--- src/rtl/mem_port_arbiter_if.sv ---
// Fetch/data request ports and unified-memory port shared by the core and mem_port_arbiter.
// Slave modport is the arbiter's view; master is the core/memory side.
interface mem_port_arbiter_if #(
  parameter int ADDR_W = 32,
  parameter int DATA_W = 32
);
  logic                  i_req_in;
  logic [ADDR_W-1:0]     i_addr_in;
  logic                  i_gnt_out;
  logic                  i_rvalid_out;
  logic [DATA_W-1:0]     i_rdata_out;

  logic                  d_req_in;
  logic                  d_we_in;
  logic [ADDR_W-1:0]     d_addr_in;
  logic [DATA_W-1:0]     d_wdata_in;
  logic [DATA_W/8-1:0]   d_wstrb_in;
  logic                  d_gnt_out;
  logic                  d_rvalid_out;
  logic [DATA_W-1:0]     d_rdata_out;

  logic                  mem_en_out;
  logic                  mem_we_out;
  logic [ADDR_W-1:0]     mem_addr_out;
  logic [DATA_W-1:0]     mem_wdata_out;
  logic [DATA_W/8-1:0]   mem_wstrb_out;
  logic [DATA_W-1:0]     mem_rdata_in;

  modport slave (
    input  i_req_in, i_addr_in,
    input  d_req_in, d_we_in, d_addr_in, d_wdata_in, d_wstrb_in,
    input  mem_rdata_in,
    output i_gnt_out, i_rvalid_out, i_rdata_out,
    output d_gnt_out, d_rvalid_out, d_rdata_out,
    output mem_en_out, mem_we_out, mem_addr_out, mem_wdata_out, mem_wstrb_out
  );

  modport master (
    output i_req_in, i_addr_in,
    output d_req_in, d_we_in, d_addr_in, d_wdata_in, d_wstrb_in,
    output mem_rdata_in,
    input  i_gnt_out, i_rvalid_out, i_rdata_out,
    input  d_gnt_out, d_rvalid_out, d_rdata_out,
    input  mem_en_out, mem_we_out, mem_addr_out, mem_wdata_out, mem_wstrb_out
  );
endinterface

--- src/rtl/mem_port_arbiter.sv ---
// Round-robin fetch/data arbiter for one single-port memory; grant is same-cycle, rvalid MEM_LAT cycles later.
// Requesters stall by holding req until gnt; one transaction outstanding, new grant allowed in the response cycle.
module mem_port_arbiter #(
  parameter int ADDR_W  = 32,
  parameter int DATA_W  = 32,
  parameter int MEM_LAT = 1
) (
  input logic              clkin,
  input logic              nrst_in,
  mem_port_arbiter_if.slave bus
);

  typedef enum logic {IDLE, BUSY} state_t;

  localparam logic [3:0] LAT_INIT = 4'(MEM_LAT);
  localparam logic       OWN_I    = 1'b0;
  localparam logic       OWN_D    = 1'b1;

  state_t       state_q;
  logic [3:0]   lat_cnt_q;
  logic         owner_q;
  logic         last_owner_q;
  logic         store_q;

  logic         accept;
  logic         resp;
  logic         grant;
  logic         win_d;
  logic         store_d;

  logic [ADDR_W-1:0]   addr_mux;
  logic [DATA_W-1:0]   wdata_mux;
  logic [DATA_W/8-1:0] wstrb_mux;
  logic                we_mux;
  logic [DATA_W-1:0]   i_rdata_mux;
  logic [DATA_W-1:0]   d_rdata_mux;

  // Gating with nrst_in keeps every output at 0 while reset is held, even with requests pending.
  assign resp    = nrst_in && (state_q == BUSY) && (lat_cnt_q == 4'd1);
  assign accept  = nrst_in && ((state_q == IDLE) || resp);
  assign grant   = accept && (bus.i_req_in || bus.d_req_in);
  assign win_d   = (bus.i_req_in && bus.d_req_in) ? ~last_owner_q : bus.d_req_in;
  assign store_d = (win_d == OWN_D) && bus.d_we_in;

  always_comb begin
    addr_mux    = '0;
    wdata_mux   = '0;
    wstrb_mux   = '0;
    we_mux      = 1'b0;
    i_rdata_mux = '0;
    d_rdata_mux = '0;
    if (grant) begin
      if (win_d == OWN_D) begin
        addr_mux  = bus.d_addr_in;
        wdata_mux = bus.d_wdata_in;
        wstrb_mux = bus.d_wstrb_in;
        we_mux    = bus.d_we_in;
      end else begin
        addr_mux  = bus.i_addr_in;
      end
    end
    if (resp && (owner_q == OWN_I)) begin
      i_rdata_mux = bus.mem_rdata_in;
    end
    if (resp && (owner_q == OWN_D) && !store_q) begin
      d_rdata_mux = bus.mem_rdata_in;
    end
  end

  assign bus.i_gnt_out     = grant && (win_d == OWN_I);
  assign bus.d_gnt_out     = grant && (win_d == OWN_D);
  assign bus.i_rvalid_out  = resp && (owner_q == OWN_I);
  assign bus.d_rvalid_out  = resp && (owner_q == OWN_D);
  assign bus.i_rdata_out   = i_rdata_mux;
  assign bus.d_rdata_out   = d_rdata_mux;
  assign bus.mem_en_out    = grant;
  assign bus.mem_we_out    = we_mux;
  assign bus.mem_addr_out  = addr_mux;
  assign bus.mem_wdata_out = wdata_mux;
  assign bus.mem_wstrb_out = wstrb_mux;

  // A grant in the response cycle overrides the return to IDLE, giving back-to-back issue.
  always_ff @(posedge clkin or negedge nrst_in) begin
    if (!nrst_in) begin
      state_q      <= IDLE;
      lat_cnt_q    <= 4'd0;
      owner_q      <= OWN_I;
      last_owner_q <= OWN_I;
      store_q      <= 1'b0;
    end else if (grant) begin
      state_q      <= BUSY;
      lat_cnt_q    <= LAT_INIT;
      owner_q      <= win_d;
      last_owner_q <= win_d;
      store_q      <= store_d;
    end else if (state_q == BUSY) begin
      if (lat_cnt_q == 4'd1) begin
        state_q   <= IDLE;
        lat_cnt_q <= 4'd0;
      end else begin
        lat_cnt_q <= lat_cnt_q - 4'd1;
      end
    end
  end

endmodule

--- src/flat_wrapper.sv ---
// flat-port wrapper written by rule: the top's interface ports become plain ports
module mem_port_arbiter_flat 
#(
  parameter int ADDR_W  = 32,
  parameter int DATA_W  = 32,
  parameter int MEM_LAT = 1
)
  (clkin, nrst_in, bus_i_req_in, bus_i_addr_in, bus_d_req_in, bus_d_we_in, bus_d_addr_in, bus_d_wdata_in, bus_d_wstrb_in, bus_mem_rdata_in, bus_i_gnt_out, bus_i_rvalid_out, bus_i_rdata_out, bus_d_gnt_out, bus_d_rvalid_out, bus_d_rdata_out, bus_mem_en_out, bus_mem_we_out, bus_mem_addr_out, bus_mem_wdata_out, bus_mem_wstrb_out);
  mem_port_arbiter_if #(.ADDR_W(ADDR_W), .DATA_W(DATA_W)) bus_i ();
  input logic clkin;
  input logic nrst_in;
  input wire logic [$bits(bus_i.i_req_in)-1:0] bus_i_req_in;
  input wire logic [$bits(bus_i.i_addr_in)-1:0] bus_i_addr_in;
  input wire logic [$bits(bus_i.d_req_in)-1:0] bus_d_req_in;
  input wire logic [$bits(bus_i.d_we_in)-1:0] bus_d_we_in;
  input wire logic [$bits(bus_i.d_addr_in)-1:0] bus_d_addr_in;
  input wire logic [$bits(bus_i.d_wdata_in)-1:0] bus_d_wdata_in;
  input wire logic [$bits(bus_i.d_wstrb_in)-1:0] bus_d_wstrb_in;
  input wire logic [$bits(bus_i.mem_rdata_in)-1:0] bus_mem_rdata_in;
  output wire logic [$bits(bus_i.i_gnt_out)-1:0] bus_i_gnt_out;
  output wire logic [$bits(bus_i.i_rvalid_out)-1:0] bus_i_rvalid_out;
  output wire logic [$bits(bus_i.i_rdata_out)-1:0] bus_i_rdata_out;
  output wire logic [$bits(bus_i.d_gnt_out)-1:0] bus_d_gnt_out;
  output wire logic [$bits(bus_i.d_rvalid_out)-1:0] bus_d_rvalid_out;
  output wire logic [$bits(bus_i.d_rdata_out)-1:0] bus_d_rdata_out;
  output wire logic [$bits(bus_i.mem_en_out)-1:0] bus_mem_en_out;
  output wire logic [$bits(bus_i.mem_we_out)-1:0] bus_mem_we_out;
  output wire logic [$bits(bus_i.mem_addr_out)-1:0] bus_mem_addr_out;
  output wire logic [$bits(bus_i.mem_wdata_out)-1:0] bus_mem_wdata_out;
  output wire logic [$bits(bus_i.mem_wstrb_out)-1:0] bus_mem_wstrb_out;
  assign bus_i.i_req_in = bus_i_req_in;
  assign bus_i.i_addr_in = bus_i_addr_in;
  assign bus_i.d_req_in = bus_d_req_in;
  assign bus_i.d_we_in = bus_d_we_in;
  assign bus_i.d_addr_in = bus_d_addr_in;
  assign bus_i.d_wdata_in = bus_d_wdata_in;
  assign bus_i.d_wstrb_in = bus_d_wstrb_in;
  assign bus_i.mem_rdata_in = bus_mem_rdata_in;
  assign bus_i_gnt_out = bus_i.i_gnt_out;
  assign bus_i_rvalid_out = bus_i.i_rvalid_out;
  assign bus_i_rdata_out = bus_i.i_rdata_out;
  assign bus_d_gnt_out = bus_i.d_gnt_out;
  assign bus_d_rvalid_out = bus_i.d_rvalid_out;
  assign bus_d_rdata_out = bus_i.d_rdata_out;
  assign bus_mem_en_out = bus_i.mem_en_out;
  assign bus_mem_we_out = bus_i.mem_we_out;
  assign bus_mem_addr_out = bus_i.mem_addr_out;
  assign bus_mem_wdata_out = bus_i.mem_wdata_out;
  assign bus_mem_wstrb_out = bus_i.mem_wstrb_out;
  mem_port_arbiter #(.ADDR_W(ADDR_W), .DATA_W(DATA_W), .MEM_LAT(MEM_LAT)) u_core (.clkin(clkin), .nrst_in(nrst_in), .bus(bus_i));
endmodule
--- config.mk ---
export PLATFORM = sky130hd
export DESIGN_NAME = mem_port_arbiter_flat
export DESIGN_NICKNAME = d
export VERILOG_FILES = /design/src/rtl/mem_port_arbiter_if.sv /design/src/rtl/mem_port_arbiter.sv /design/src/flat_wrapper.sv
export SDC_FILE = /design/constraint.sdc
export NUM_CORES = 1
export LEC_CHECK = 0
export ABC_AREA = 0
export CAP_MARGIN = 10
export CORE_AREA = 2 2 108 110
export CTS_CLUSTER_DIAMETER = 60
export DETAILED_ROUTE_END_ITERATION = 8
export DIE_AREA = 0 0 110 112
export GPL_ROUTABILITY_DRIVEN = 0
export GPL_TIMING_DRIVEN = 0
export PLACE_DENSITY = 0.59
export SLEW_MARGIN = 15
export SYNTH_ARGS = -nofsm -noshare
export SYNTH_HDL_FRONTEND = slang
export SYNTH_SLANG_ARGS = --single-unit
--- constraint.sdc ---
create_clock -name clkin -period 2.7 [get_ports clkin]
set_input_delay 0.405 -clock clkin [delete_from_list [all_inputs] [get_ports clkin]]
set_output_delay 0.405 -clock clkin [all_outputs]
set_load 0.05 [all_outputs]
=== Yosys cells after proc, flatten, opt, wreduce, memory -nomap -nowiden ===
Index checks and enable logic that the tools add are counted.

* Output and inout bits: 138
* Input bits: 137
* Word-level logic and storage cells: 41
* Register bits after elaboration: 7

* Multiplexer cells: 17
* Bitwise gates (word level): 3
* Equal/unequal tests: 1
* Reductions and logical operators: 15
* Add/subtract/negate cells: 1

{| class="wikitable"
|+ Operators by type and width
! cell !! number
|-
| $mux W32 || 6
|-
| $mux W4 || 5
|-
| $logic_and A1 B1 Y1 || 11
|-
| $mux W1 || 6
|-
| $eq A4 B1 Y1 const B || 1
|-
| $sub A4 B1 Y4 const B || 1
|-
| $not A1 Y1 || 3
|-
| $logic_or A1 B1 Y1 || 2
|-
| $reduce_bool A2 Y1 || 1
|-
| $logic_not A1 Y1 || 1
|}

=== Longest topological paths before layout ===
* Depth in word-level cells: 6
* Mapped depth: 7
* Gate-level depth less buffers: 5

=== Worst setup path before layout ===
OpenSTA, ideal clock, no wires.

* Path type: reg-to-output
* From: reg u_core.lat_cnt_q[1]
* To: out bus_d_rvalid_out
* Path slack: 113 ps
* Cell stages (with the launch flop): 6
* Path buffers: 1
* Required time: 2295 ps
* Arrival: 2182 ps
* Cell sequence: dfrtp_1 inv_1 ha_1 or3b_1 buf_4 nor3_1

* Word-level cells in the longest chain between the ends: 3

{| class="wikitable"
|+ Ends and longest elaborated chain
! what !! line !! text
|-
| start, declared || mem_port_arbiter.sv:20 || <nowiki>logic [3:0] lat_cnt_q;</nowiki>
|-
| start signal, assigned || mem_port_arbiter.sv:101 || <nowiki>lat_cnt_q <= lat_cnt_q - 4'd1;</nowiki>
|-
| $eq A4 B1 Y1 || mem_port_arbiter.sv:39 || <nowiki>assign resp = nrst_in && (state_q == BUSY) && (lat_cnt_q == 4'd1);</nowiki>
|-
| $logic_and A1 B1 Y1 || mem_port_arbiter.sv:39 ||
|-
| $logic_and A1 B1 Y1 || mem_port_arbiter.sv:73 || <nowiki>assign bus.d_rvalid_out = resp && (owner_q == OWN_D);</nowiki>
|-
| end, declared || flat_wrapper.sv:24 || <nowiki>output wire logic [$bits(bus_i.d_rvalid_out)-1:0] bus_d_rvalid_out;</nowiki>
|}

Every way passes these cells.

=== Worst setup path after layout ===
* From: reg u_core.lat_cnt_q[1]
* To: out bus_d_rdata_out[1]

* Word-level cells in the longest chain between the ends: 5

{| class="wikitable"
|+ Ends and longest elaborated chain
! what !! line !! text
|-
| $eq A4 B1 Y1 || mem_port_arbiter.sv:39 ||
|-
| $logic_and A1 B1 Y1 || mem_port_arbiter.sv:39 ||
|-
| $logic_and A1 B1 Y1 (2 in series) || mem_port_arbiter.sv:65 || <nowiki>if (resp && (owner_q == OWN_D) && !store_q) begin</nowiki>
|-
| $mux W32 || mem_port_arbiter.sv:65 ||
|-
| end, declared || flat_wrapper.sv:25 || <nowiki>output wire logic [$bits(bus_i.d_rdata_out)-1:0] bus_d_rdata_out;</nowiki>
|}

Every way passes these cells.

==> results.sh <==
export IMPL_finalSetupTns_ns=0
export IMPL_grt_usage=0.143
export IMPL_hold_viol_final=0
export IMPL_path_clk_slew_ns=0.04
export IMPL_nNetsFinal=683
export IMPL_pin_count=275
export IMPL_insertedDiodeCount=0
export IMPL_grt_pass1_wl_um=13800
export IMPL_synthAdderAreaFrac=0.0157
export IMPL_place_area_um2=4510
export IMPL_yosysTopAreaCell="and2_1"
export IMPL_finalCritPeriodShare=0.974
export IMPL_clock_latency_ns=0.23
export IMPL_drive_above_1_share=0.322
export IMPL_max_freq_mhz=380
export IMPL_grt_max_degree=11
export IMPL_setup_worst_path_class="reg -> out"
export IMPL_drv_cap=0
export IMPL_drcViolationCount=0
export IMPL_setup_viol=0
export IMPL_dp_hpwl_um=8250
export IMPL_design_area_um2=4560
export IMPL_yosys_top_cells_count="101 x and2_1, 67 x nand2_1, 34 x a21oi_1"
export IMPL_rows=39
export IMPL_n_fill_cell=1173
export IMPL_multi_input_area_um2=1330
export IMPL_power_density_nw_per_um2=537
export IMPL_power_uw=2450
export IMPL_clock_path_buffers=2
export IMPL_hold_buffers=0
export IMPL_die_y_um=112
export IMPL_slew_headroom=0.639
export IMPL_htreeDepth=1
export IMPL_avgSynthCellArea_um2=6.07
export IMPL_grt_setup_unrepaired="true"
export IMPL_ff_latch_area_um2=175
export IMPL_peakVddDrop_mv=0.258
export IMPL_ant_nets=0
export IMPL_grt_overflow=0
export IMPL_status="complete, no violations"
export IMPL_vias=2772
export IMPL_netlist_area_um2=1590
export IMPL_wl_per_cell_um=14.0
export IMPL_dr_pass1_iters=4
export IMPL_fp_coreArea_um2=11200
export IMPL_cp_arrival_ns=2.23
export IMPL_leakage_uw=0.00212
export IMPL_area_growth_pct=187
export IMPL_synth_top_cell_area_share=0.397
export IMPL_async_reset_ff_frac=1.00
export IMPL_rrSetupSlack_ns=0.90
export IMPL_syn_inst=262
export IMPL_clockRootBuffer="clkbuf_16"
export IMPL_synth_edf_count=0
export IMPL_synth_compound_area_frac=0.186
export IMPL_finalMaxSlewViolations=0
export IMPL_synth_top_family_by_area="simple AND/OR/NAND/NOR gates"
export IMPL_synth_ff_type="dfrtp_1"
export IMPL_die_x_um=110
export IMPL_fin_crit_ns=2.63
export IMPL_ys_warn_count=0
export IMPL_drt_initial_drc_count=78
export IMPL_ys_seq_elements=7
export IMPL_ys_types=30
export IMPL_fin_worst_skew_ns=0.000700
export IMPL_crit_required_ns=2.30
export IMPL_clkSinkCount=7
export IMPL_cp_end_kind="primary output"
export IMPL_hold_class="in -> async"
export IMPL_cts_tree="yes"
export IMPL_synthXorXnorAreaFrac=0
export IMPL_synthSimpleGateAreaFrac=0.603
export IMPL_hold_slack_ns=0.181
export IMPL_syn_nets=401
export IMPL_worst_slew_pin_transition_ns=0.535
export IMPL_antenna_found_initial=0
export IMPL_path_max_fanout=10
export IMPL_grt_pass1_vias=2646
export IMPL_vias_per_cell=4.04
export IMPL_synth_area_top_cells="and2_1 40%, nand2_1 16%, dfrtp_1 11%"
export IMPL_place_port_buffers=274
export IMPL_yosysSeqAreaShare=0.110
export IMPL_cts_buffers=3
export IMPL_drt_total_wl_um=9600
export IMPL_synth_mux_area_frac=0.00629
export IMPL_startpoint_type="register"
export IMPL_die_area_um2=12300
export IMPL_yosysMostFrequentCell="and2_1"
export IMPL_start_util=0.142
final timing paths:
| kind | to | cells after the start | start |
|---|---|---|---|
| max in group asynchronous | u_core.lat_cnt_q[2] | 1 | nrst_in |
| min in group clkin | u_core.store_q | 1 | u_core.store_q |
| hold / removal | u_core.lat_cnt_q[1] | 1 | nrst_in |
| hold reg to reg | u_core.store_q | 1 | u_core.store_q |
| setup / recovery | bus_d_rdata_out[1] | 9 | u_core.lat_cnt_q[1] |
| setup reg to reg | u_core.store_q | 8 | u_core.lat_cnt_q[1] |
cell families (layout without fill, tap and decap cells):
| group | after synthesis | after routing |
|---|---|---|
| AOI/OAI and AO/OA | 49 | 49 |
| adders and majority gates | 2 | 2 |
| buffers and inverters | 27 | 308 |
| DFF | 7 | 7 |
| muxes | 1 | 1 |
| and+or+nand+nor | 176 | 176 |
routing by layer:
metal  part of all wire  global-route usage
met3               0.11              0.0404
met1               0.36               0.155
met2               0.52               0.270
met4             0.0093              0.0321
met5                  0                   0
power by group:
| part | internal, uW | switching (uW) |
|---|---|---|
| sequential | 155 | 77.5 |
| combinational | 734 | 1230 |
| clock | 197 | 57.7 |
| total | 1090 | 1360 |
critical path, stage by stage, from the launching register on:
cell	delay, ns
dfrtp_1	0.39
inv_2	0.08
ha_2	0.17
or3b_4	0.37
buf_6	0.15
nor4_4	0.19
buf_4	0.19
buf_8	0.12
and2_1	0.12
buf_4	0.20
state kept, by name (all words and copies together) (netlist names):
signal / flops
u_core.store_q: 1
u_core.owner_q: 1
u_core.lat_cnt_q: 4
u_core.state_q: 1
through the flow:
| stage | setup WS (ns) | utilization | instances |
|---|---|---|---|
| after floorplan | 0.113 | - | 262 |
| after global placement | -0.770 | 0.404 | 679 |
| after detailed placement | -0.801 | 0.404 | 679 |
| after CTS | -0.00284 | 0.392 | 683 |
| after global routing | -0.0131 | 0.408 | 686 |
| final | 0.0699 | 0.408 | 686 |
layout make-up:
cell class              count  share of cell area
well taps                 143              0.0392
plain buffers              20              0.0354
repair buffers            279               0.575
inverters                   5             0.00412
clock buffers               4              0.0173
flip-flops and latches      7              0.0384
multi-input cells         228               0.291
timing repair:
item	CTS	global route
setup endpoints to repair	138	131
buffers inserted	1	4
pin swaps	0	3
resized for setup	691	95
gates cloned	0	0
cell usage in the layout, fill, tap and decap left out, types with 4 or more instances in the layout:
cell type / Yosys / routed
clkdlybuf4s50_1: 0 / 135
clkbuf_2: 8 / 6
nand2_1: 67 / 67
dlygate4sd2_1: 0 / 4
buf_2: 5 / 12
buf_4: 2 / 62
clkbuf_4: 0 / 16
dfrtp_1: 7 / 7
clkdlybuf4s15_2: 0 / 27
a21oi_1: 34 / 34
buf_6: 0 / 33
and2_1: 101 / 99
inv_1: 5 / 4
Note: power is estimated with default switching activity, not from simulation.
